--- src/rtl/start_ctrl_mc.sv ---
`default_nettype none
// start_ctrl_mc: per-channel start-enable controller (debounced button or PC start, stopped by end flag).
// Optional max-duration timeout compiled in with START_TIMEOUT_EN.  Rev 1.0
module start_ctrl_mc #(
  parameter int               CH_NUM  = 4,
  parameter int               DEB_CYC = 1000,
  parameter int               DEB_W   = 16,
  parameter int               CNT_W   = 41,
  parameter logic [CNT_W-1:0] MAX_DUR = 41'd100000000
) (
  input  logic              st_clk,
  input  logic              st_rst_n,
  input  logic [CH_NUM-1:0] st_button,
  input  logic              pc_start,
  input  logic [CH_NUM-1:0] pc_mask,
  input  logic [CH_NUM-1:0] end_flg,
  output logic [CH_NUM-1:0] st_o,
  output logic [CH_NUM-1:0] timeout_o,
  output logic              busy_o
);

  localparam logic [1:0]       c_IDLE     = 2'd0;
  localparam logic [1:0]       c_ACTIVE   = 2'd1;
  localparam logic [1:0]       c_HOLDOFF  = 2'd2;
  localparam logic [DEB_W-1:0] c_DEB_LAST = DEB_W'(DEB_CYC - 1);

  logic [CH_NUM-1:0] r_btn_s1;
  logic [CH_NUM-1:0] r_btn_s2;
  logic              r_pc_s1;
  logic              r_pc_s2;
  logic              r_pc_prev;
  logic              r_busy;
  logic              w_pc_rise;
  logic [CH_NUM-1:0] w_st_nxt;

  // Synchronisers idle at the inactive level: button released, PC request low.
  always_ff @(posedge st_clk or negedge st_rst_n) begin
    if (!st_rst_n) begin
      r_btn_s1  <= '1;
      r_btn_s2  <= '1;
      r_pc_s1   <= 1'b0;
      r_pc_s2   <= 1'b0;
      r_pc_prev <= 1'b0;
      r_busy    <= 1'b0;
    end else begin
      r_btn_s1  <= st_button;
      r_btn_s2  <= r_btn_s1;
      r_pc_s1   <= pc_start;
      r_pc_s2   <= r_pc_s1;
      r_pc_prev <= r_pc_s2;
      r_busy    <= |w_st_nxt;
    end
  end

  assign w_pc_rise = r_pc_s2 & ~r_pc_prev;
  assign busy_o    = r_busy;

`ifndef START_TIMEOUT_EN
  logic w_unused_cfg;
  assign w_unused_cfg = ^MAX_DUR;
`endif

  for (genvar gi = 0; gi < CH_NUM; gi++) begin : g_ch
    logic [1:0]       r_state;
    logic [1:0]       w_state_nxt;
    logic [DEB_W-1:0] r_deb;
    logic [DEB_W-1:0] w_deb_nxt;
    logic             r_st;
    logic             w_st_n;
    logic             w_deb_done;
    logic             w_start;
    logic             w_timeout;

    assign w_deb_done = (r_deb == c_DEB_LAST);
    assign w_start    = (~r_btn_s2[gi] & w_deb_done) | (w_pc_rise & pc_mask[gi]);

`ifdef START_TIMEOUT_EN
    localparam logic [CNT_W-1:0] c_DUR_LAST = MAX_DUR - CNT_W'(1);
    logic [CNT_W-1:0] r_dur;
    logic             r_to;
    logic             w_to_n;

    assign w_timeout = (r_dur == c_DUR_LAST);

    always_ff @(posedge st_clk or negedge st_rst_n) begin
      if (!st_rst_n) begin
        r_dur <= '0;
        r_to  <= 1'b0;
      end else begin
        r_to <= w_to_n;
        if (r_state != c_ACTIVE && w_state_nxt == c_ACTIVE)
          r_dur <= '0;
        else if (r_state == c_ACTIVE && r_dur != {CNT_W{1'b1}})
          r_dur <= r_dur + CNT_W'(1);
      end
    end

    // Sticky flag: set only when the limit (not end_flg) closes the activation.
    always_comb begin
      w_to_n = r_to;
      if (r_state != c_ACTIVE && w_state_nxt == c_ACTIVE)
        w_to_n = 1'b0;
      else if (r_state == c_ACTIVE && w_state_nxt == c_HOLDOFF && !end_flg[gi])
        w_to_n = 1'b1;
    end

    assign timeout_o[gi] = r_to;
`else
    assign w_timeout     = 1'b0;
    assign timeout_o[gi] = 1'b0;
`endif

    always_ff @(posedge st_clk or negedge st_rst_n) begin
      if (!st_rst_n) begin
        r_state <= c_IDLE;
        r_deb   <= '0;
        r_st    <= 1'b0;
      end else begin
        r_state <= w_state_nxt;
        r_deb   <= w_deb_nxt;
        r_st    <= w_st_n;
      end
    end

    always_comb begin
      w_state_nxt = r_state;
      w_deb_nxt   = r_deb;
      case (r_state)
        c_IDLE: begin
          if (w_start) begin
            // A simultaneous end flag vetoes the start and restarts debouncing.
            w_deb_nxt = '0;
            if (!end_flg[gi]) w_state_nxt = c_ACTIVE;
          end else if (r_btn_s2[gi]) begin
            w_deb_nxt = '0;
          end else begin
            w_deb_nxt = r_deb + DEB_W'(1);
          end
        end
        c_ACTIVE: begin
          w_deb_nxt = '0;
          if (end_flg[gi] || w_timeout) w_state_nxt = c_HOLDOFF;
        end
        c_HOLDOFF: begin
          if (!r_btn_s2[gi]) begin
            w_deb_nxt = '0;
          end else if (w_deb_done) begin
            w_deb_nxt   = '0;
            w_state_nxt = c_IDLE;
          end else begin
            w_deb_nxt = r_deb + DEB_W'(1);
          end
        end
        default: begin
          w_deb_nxt   = '0;
          w_state_nxt = c_IDLE;
        end
      endcase
    end

    always_comb begin
      w_st_n = (w_state_nxt == c_ACTIVE);
    end

    assign w_st_nxt[gi] = w_st_n;
    assign st_o[gi]     = r_st;
  end

endmodule
`default_nettype wire

--- config.mk ---
export PLATFORM = sky130hd
export DESIGN_NAME = start_ctrl_mc
export DESIGN_NICKNAME = d
export VERILOG_FILES = /design/src/rtl/start_ctrl_mc.sv
export SDC_FILE = /design/constraint.sdc
export NUM_CORES = 1
export LEC_CHECK = 0
export CAP_MARGIN = 30
export CORE_MARGIN = 4
export CORE_UTILIZATION = 45
export DETAILED_ROUTE_END_ITERATION = 12
export GPL_ROUTABILITY_DRIVEN = 0
export GPL_TIMING_DRIVEN = 0
export PLACE_DENSITY = 0.6
export RECOVER_POWER = 100
export SLEW_MARGIN = 15
export SYNTH_ARGS = -nofsm -noshare
export SYNTH_HDL_FRONTEND = slang
export SYNTH_SLANG_ARGS = --single-unit
--- constraint.sdc ---
create_clock -name st_clk -period 2.3 [get_ports st_clk]
set_input_delay 0.46 -clock st_clk [delete_from_list [all_inputs] [get_ports st_clk]]
set_output_delay 0.46 -clock st_clk [all_outputs]
set_load 0.1 [all_outputs]
**Word-level counts from Yosys, hierarchy flattened**

Cells that the tools add are included.

- Latch bits: 0
- Bits in writable memories: 0
- ROM bits: 0
- Bits of input ports: 15
- Word-level logic and storage cells: 105
- Memories: 0
- Register bits: 88
- Output and inout port bits: 9

- $mul: 0
- Muxes and demuxes: 44
- Eq/ne operators: 16
- Order comparisons: 0
- Shift operators: 0
- Reductions and logical operators: 5
- Div/mod/pow operators: 0
- Bitwise logic cells: 18
- Add/sub/neg operators: 4

Operators by type and width:

| operator | number |
|---|---|
| $mux 16 | 16 |
| $pmux 16 s2 | 4 |
| $add 16x1->16 const B | 4 |
| $eq 16x10->1 const B | 4 |
| $mux 2 | 20 |
| $pmux 2 s3 | 4 |
| $eq 2x1->1 const B | 8 |
| $and 1x1->1 | 9 |
| $eq 2x2->1 const B | 4 |
| $logic_not 2->1 | 4 |
| $not 1->1 | 5 |
| $or 1x1->1 | 4 |
| $reduce_or 4->1 | 1 |

**Logic depth before layout (Yosys ltp)**

Gate-level depths: netlist (run 1).

- Depth in word-level cells: 8
- Gate-level depth with buffers: 6
- Gate-level depth less buffers: 5

**Worst setup path after synthesis (run 1)**

Ideal clock, no wire load.

- Path type: register -> register
- Start point: reg g_ch[2].r_deb[12]
- End point: reg g_ch[2].r_deb[14]
- Path buffers: 1
- Data arrival time: 1.750 ns
- Stages on the path, launching flop included: 6
- Setup time: 0.119 ns
- Required time: 2.181 ns
- Setup slack: 0.431 ns
- Period minus slack after synthesis: 1.869 ns
- Path through: dfrtp_1 or4_4 or4_4 nand3b_4 buf_6 nor2_1

- Longest elaborated chain between the ends: 5
- Elaborated cells on any way between the ends: 9
- Classes of those cells: add/sub: 1; eq/ne: 1; mux: 5; bitwise: 2

Ends and longest elaborated chain:

| element | RTL line | text |
|---|---|---|
| start, declared | 66 | `logic [DEB_W-1:0] r_deb;` |
| start signal, assigned | 120 | `r_deb <= w_deb_nxt;` |
| parallel branches: the longest is 4 deep, another holds $add 16x1->16 | n/a |  |
| $pmux 16 s2 (*) | 128 | `case (r_state)` |
| net g_ch[2].w_deb_nxt[14] | 67 | `logic [DEB_W-1:0] w_deb_nxt;` |

Mark *: on every way through the listed nets, which the timed path passes.

**Worst setup path after layout (run 1)**

- Start point: reg g_ch[3].r_st
- End point: out st_o[3]

RTL lines:

| element | RTL line | text |
|---|---|---|
| start, declared | 68 | `logic r_st;` |
| start signal, assigned | 121 | `r_st <= w_st_n;` |
| end, declared | 17 | `output logic [CH_NUM-1:0] st_o,` |

No word-level cell between the ends.

==> qor.yml, run 1 <==
run_status:
  status: "completed"
die:
  io_pins: 24
  die_area_um2: 10890
  dieWidth_um: 104.4
  initial_core_util_pct: 46.99
  die_height_um: 104.4
  coreArea_um2: 8891
  fp-row-count: 34
worst_setup_path:
  required_ns: 1.84
  start_kind: "register"
  cp-endpoint: "st_o[3]"
  end_kind: "output port"
  arrival_ns: 1.65
  cp-startpoint: "g_ch[3].r_st"
  crit_type: "register to output port"
  rrSetupSlack_ns: 0.19
  crit_fanout: 1
  r2r-start: "g_ch[2].r_deb[12]"
  reg2reg_to: "g_ch[2].r_deb[2]"
  reg2reg_depth: 5
cells_and_area:
  n_fill_cell: 823
  nets: 465
  layout-drive-gt1-share_pct: 8.647
  area_delta_synth_final_pct: 12.58
  n_antenna_cell: 0
  final_util_pct: 52.90
clocking:
  path_clk_slew_ns: 0.10
  cts_root_buf: "clkbuf_8"
  htree_levels: 3
  clock_sinks: 88
  cts_tree: "yes"
  cts_buffer_depth: 2
  cts_inserted_buffers: 9
  clkLatencyLatePin_ns: 0.35
job:
  cap_violations: 0
hold_path:
  hp-class: "input pin to asynchronous set/reset pin"
route:
  drt_iter0_drc: 116
  post_drt_wl_per_cell_um: 14.11
  via_count: 3037
  vias_per_cell: 5.433
  ant_nets: 0
  routed_wl_um: 7888
  drc: 0
  drt_pre_antenna_iters: 4
timing:
  hold_violations: 0
  drv_slew: 0
  fin_crit_ns: 2.109
  clock.fmax_mhz: 474.1
  rsz0062_at_grt: "false"
  clock_skew_ns: 0.01413
  holdWs_ns: 0.3513
  tightest_slew_ns: 1.271
  maxSlewHeadroom_pct: 15.25
  min_period_over_period_pct: 91.70
  setup_viol: 0
synth:
  synth-warning-count: 0
  async_flop_share_pct: 100.0
  synth_area_leader_cell: "dfrtp_1"
  synth_cell_types: 43
  synth.cell_area_um2: 4178
  ys.flop_type: "dfrtp_1"
  ys_seq_elements: 88
  synth.top_cell.area_share_pct: 47.92
  postSynthCellCount: 412
  synth_edf_count: 0
  ys_seq_area_share_pct: 52.95
  synth_area_leaders: "dfrtp_1, xor2_1, dfstp_2"
  synth_area_per_cell_um2: 10.14
grt:
  grt_max_degree: 52
  grt_pass1_vias: 2931
  antenna_found_initial: 0
  grt_pass1_wl_um: 13710
  grt_usage_pct: 15.18
  gr-total-overflow: 0
pwr:
  leakage_nw: 1.976
  p_per_area_nw_per_um2: 742.5
  ir_worst_vdd_uv: 338.7
placement:
  dp_hpwl_um: 5379
  numPortBuffers: 19
## worst min-delay path by stage
| stage | to | slack, ns | depth (start not counted) | startpoint |
|---|---|---|---|---|
| detailed placement | r_pc_s2 | 0.33 | 0 | r_pc_s1 |
| floorplan | busy_o | 0.16 | 0 | st_rst_n |
| CTS | g_ch[1].r_deb[6] | 0.15 | 1 | st_rst_n |
| global placement | r_pc_s2 | 0.33 | 0 | r_pc_s1 |
| global route | r_btn_s2[3] | 0.36 | 0 | r_btn_s1[3] |
| finish | g_ch[1].r_deb[6] | 0.35 | 1 | st_rst_n |
## where the power goes
part / leakage, nW / switching, mW / internal, mW / total (mW)
logic: 0.695 / 0.371 / 0.176 / 0.547
registers: 1.18 / 0.0856 / 1.66 / 1.75
clock network: 0.105 / 0.554 / 0.645 / 1.20
## critical path, cell delays in order (launching register included)
cell and delay (ns):
dfrtp_1 0.36, buf_4 0.10, clkbuf_1 0.85
## what timing repair did
| item | 4_1_cts | 5_1_grt |
|---|---|---|
| hold buffers | 0 | 0 |
| setup buffers | 0 | 0 |
| endpoints found under the setup margin | 4 | 1 |
| gates resized for setup | 4 | 1 |
## flip-flops by register name (all words and copies together), names as in the netlist, 4 cells and up
register and count:
g_ch.r_st 4, r_btn_s2 4, g_ch.r_deb 64, r_btn_s1 4, g_ch.r_state 8
## cells in the mapped netlist, types with 3 or more instances
library cell / n
dfrtp_1: 80
nor2_1: 49
xor2_1: 28
nand2_1: 25
nand4_1: 21
o21ai_0: 20
nand3_1: 19
a21oi_1: 18
inv_1: 12
o31ai_1: 12
or4_1: 10
xnor2_1: 10
and3_1: 9
clkbuf_1: 9
nor4_1: 9
or3_1: 9
buf_4: 8
dfstp_2: 8
and3b_1: 6
nor3_1: 6
and2_1: 5
and4_1: 4
ha_1: 4
nor4bb_1: 3
o21ai_1: 3
## through the flow
step | cell area, um^2 | worst slack [ns] | power (mW) | std cells | TNS (ns)
2_1_floorplan | 4189 | 0.4309 | 2.168 | 415 | 0
3_3_place_gp | 4514 | -2.542 | 2.331 | 542 | -214.50
3_5_place_dp | 4532 | -0.002836 | 2.343 | 543 | -0.002836
4_1_cts | 4756 | 0.02425 | 3.559 | 559 | 0
5_1_grt | 4703 | 0.03280 | 3.699 | 559 | 0
6_report | 4703 | 0.1908 | 3.492 | 559 | 0
## cells by family (layout without fill, tap and decap cells)
family          after synthesis  count (layout)  share of synthesized area [%]
xor+xnor                     38              38                          7.966
fa+ha+maj                     4               4                          1.198
buf+inv                      31              67                          3.713
other cells                   1               4                        0.08976
compound gates               60              60                          8.745
flops                        88              88                          52.95
simple gates                190             190                          25.34
## cell type report
class	instances	area (um^2)	share of cell area, %
sequential	88	2212	47.03
multi-input combinational	296	1814	38.57
timing repair buffer	20	158.9	3.379
clock buffer	10	137.6	2.926
tap	108	135.1	2.873
buffer	19	108.9	2.314
clock inverter	6	91.34	1.942
inverter	12	45.04	0.9577
## layout by cell type, fill, tap and decap left out, types with 4 or more instances in the layout
cell,n
and2_1,5
or4_1,12
dlygate4sd3_1,8
and3_1,9
nor3_1,6
conb_1,4
dfrtp_1,80
o21ai_0,21
xor2_1,28
nand4_1,21
or3_1,9
buf_4,8
clkbuf_8,10
clkbuf_1,15
dfstp_2,8
xnor2_1,10
nand2_1,25
o31ai_1,12
nor4_1,9
a21oi_1,18
nand3_1,19
clkdlybuf4s50_1,5
ha_1,4
and4_1,4
and3b_1,6
inv_1,12
nor2_1,49
## per-layer routing
layer | part of all wire (%) | track usage, % | wire (um) | vias to the layer above
li1 | - | - | - | 1534
met1 | 51 | 20.78 | 4044 | 1458
met2 | 45 | 23.75 | 3527 | 33
met3 | 2.3 | 3.104 | 185 | 12
met4 | 1.7 | 5.698 | 131 | 0
met5 | 0 | 0 | 0 | -
Power figures use the tool's default switching activity.
==> run 2, diff against run 1 <==
--- a/config.mk
+++ b/config.mk
@@ -7,11 +7,11 @@
 export LEC_CHECK = 0
 export CAP_MARGIN = 30
 export CORE_MARGIN = 4
-export CORE_UTILIZATION = 45
+export CORE_UTILIZATION = 59
 export DETAILED_ROUTE_END_ITERATION = 12
 export GPL_ROUTABILITY_DRIVEN = 0
 export GPL_TIMING_DRIVEN = 0
-export PLACE_DENSITY = 0.6
+export PLACE_DENSITY = 0.76
 export RECOVER_POWER = 100
 export SLEW_MARGIN = 15
 export SYNTH_ARGS = -nofsm -noshare
==> run 2 against run 1 <==
Net effect:
- the flow now finishes with violations (capacitance limit, slew limit)
- largest power group unchanged
- highest routed layer unchanged
- wire length fell by 7.0%
- critical endpoint is now g_ch[2].r_deb[12]
- clock skew fell by 0.0021 ns
- worst setup slack better by 0.00057 ns
==> qor.yml, run 2 (synthesized netlist as in run 1, its figures left out) <==
cells_and_area:
  area_delta_synth_final_pct: 12.67  # about the same
  n_antenna_cell: 0  # unchanged
  layout-drive-gt1-share_pct: 8.426  # -0.22 points
  final_cell_mix: "dfrtp_1, nor2_1, xor2_1, nand2_1"
  final_common_cell: "dfrtp_1"
  largest_register_ffs: 64  # unchanged
  final_util_pct: 68.90  # +16 points
  largestRegisters: "g_ch.r_deb (64), g_ch.r_state (8)"
  n_fill_cell: 507  # -38%
  nets: 465  # unchanged
  top_register: "g_ch.r_deb"
  final_cells: 547  # -2.1%
worst_setup_path:
  required_ns: 2.54  # +0.70 ns
  end_kind: "register"
  crit_type: "register to register"
  arrival_ns: 2.35  # +0.70 ns
  r2r-start: "g_ch[2].r_deb[12]"
  rrSetupSlack_ns: 0.19  # about the same
  cp_slowest_cell: "or4_1"
  start_kind: "register"
  cp-endpoint: "g_ch[2].r_deb[12]"
  reg2reg_to: "g_ch[2].r_deb[12]"
  crit_chain: "or4_1 > or4_1 > nand3b_4 > buf_6 > nor2_1"
  crit_fanout: 10  # +9
  critPathMaxStageDelay_ns: 0.61  # -0.24 ns
  cp-startpoint: "g_ch[2].r_deb[12]"
  critPathMostFrequentCell: "or4_1"
  reg2reg_depth: 5  # unchanged
timing:
  setup_viol: 0  # unchanged
  clock.fmax_mhz: 474.2  # about the same
  clock_skew_ns: 0.01199  # -0.002137 ns
  fin_crit_ns: 2.109  # -0.0005660 ns
  hold_violations: 0  # unchanged
  holdWs_ns: 0.3576  # +0.006376 ns
  maxSlewHeadroom_pct: -18.09  # -33 points
  drv_slew: 32  # +32
  rsz0062_at_grt: "false"
  finalSetupTns_ns: 0  # unchanged
  min_period_over_period_pct: 91.68  # about the same
  tightest_slew_ns: 1.771  # +0.5000 ns
route:
  drc: 0  # unchanged
  post_drt_wl_per_cell_um: 13.41  # -5.0%
  ant_nets: 0  # unchanged
  vias_per_cell: 5.654  # +4.1%
  drt_iter0_drc: 120  # +3.4%
  routed_wl_um: 7334  # -7.0%
  drt_pre_antenna_iters: 4  # unchanged
  via_count: 3093  # +1.8%
clocking:
  clkLatencyLatePin_ns: 0.36  # about the same
  cts_inserted_buffers: 9  # unchanged
  cts_tree: "yes"
  cts_buffer_depth: 2  # unchanged
  path_clk_slew_ns: 0.10  # about the same
  htree_levels: 3  # unchanged
  post_cts_buffers: 0  # unchanged
  clock_sinks: 88  # unchanged
  cts_root_buf: "clkbuf_8"
die:
  initial_core_util_pct: 61.15  # +14 points
  coreArea_um2: 6832  # -23%
  io_pins: 24  # unchanged
  die_height_um: 92.15  # -12%
  dieWidth_um: 92.15  # -12%
  fp-row-count: 30  # -12%
  die_area_um2: 8492  # -22%
grt:
  grt_pass1_wl_um: 12830  # -6.4%
  grt_pass1_vias: 2867  # -2.2%
  antenna_found_initial: 0  # unchanged
  grt_max_degree: 58  # +12%
  grt_usage_pct: 18.59  # +3.4 points
  gr-total-overflow: 0  # unchanged
hold_path:
  hp-class: "register to register"
placement:
  dp_hpwl_um: 5212  # -3.1%
  numPortBuffers: 19  # unchanged
  dp.cells: 531  # -2.2%
run_status:
  status: "finished, violations left"
  violations: "capacitance limit, slew limit"
pwr:
  leakage_nw: 1.987  # +0.57%
  ir_worst_vdd_uv: 432.1  # +28%
  p_per_area_nw_per_um2: 741.3  # -0.17%
job:
  cap_violations: 1  # +1
## run 2: routing by layer
| layer | share of wire, % | wire [um] | up-vias | GRT usage [%] |
|---|---|---|---|---|
| met4 | 1.7 | 125 | 0 | 7.426 |
| li1 | - | - | 1544 | - |
| met5 | 0 | 0 | - | 0 |
| met2 | 46 | 3391 | 47 | 29.14 |
| met3 | 2.5 | 187 | 12 | 2.543 |
| met1 | 49 | 3629 | 1490 | 26.25 |
## run 2: how the worst min path moves through the flow
| stage | endpoint | cells past startpoint | startpoint | slack (ns) |
|---|---|---|---|---|
| 2_1_floorplan | busy_o | 0 | st_rst_n | 0.16 |
| 3_3_place_gp | r_pc_s2 | 0 | r_pc_s1 | 0.33 |
| 3_5_place_dp | r_pc_s2 | 0 | r_pc_s1 | 0.34 |
| 4_1_cts | g_ch[0].r_deb[15] | 1 | st_rst_n | 0.04 |
| 5_1_grt | r_btn_s2[0] | 0 | r_btn_s1[0] | 0.34 |
| 6_report | r_btn_s2[0] | 0 | r_btn_s1[0] | 0.36 |
## run 2: report_power, final
part           internal [mW]  switching [mW]  leakage (nW)
clock network          0.625           0.571         0.111
logic                  0.180           0.366         0.700
registers               1.66          0.0865          1.18
total                   2.47            1.02          1.99
## run 2: stage by stage
stage / instance area, um^2 / power, mW / setup WS (ns)
6_report: 4707 / 3.489 / 0.1914
5_1_grt: 4707 / 3.670 / 0.08057
4_1_cts: 4746 / 3.539 / 0.02228
3_5_place_dp: 4524 / 2.344 / 0.03483
3_3_place_gp: 4499 / 2.320 / -2.346
2_1_floorplan: 4189 / 2.168 / 0.4309
## run 2: repair_timing
| item | CTS | global route |
|---|---|---|
| hold buffers | 0 | 0 |
| resized for setup | 4 | 1 |
| endpoints found under the setup margin | 4 | 1 |
## run 2: area by class of cell
| cell class | count | area (um^2) | share of cell area (%) |
|---|---|---|---|
| Sequential cell | 88 | 2212 | 47.00 |
| Multi-Input combinational cell | 296 | 1814 | 38.54 |
| Timing Repair Buffer | 20 | 180.2 | 3.828 |
| Clock buffer | 9 | 123.9 | 2.632 |
| Tap cell | 96 | 120.1 | 2.552 |
| Buffer | 19 | 108.9 | 2.313 |
| Clock inverter | 7 | 102.6 | 2.180 |
| Inverter | 12 | 45.04 | 0.9569 |
## run 2: worst max-delay path, delay by kind of cell (launching register included)
| kind | cells | cell delay [ns] |
|---|---|---|
| buf+inv | 1 | 0.16 |
| flops | 1 | 0.43 |
| simple gates | 4 | 1.42 |
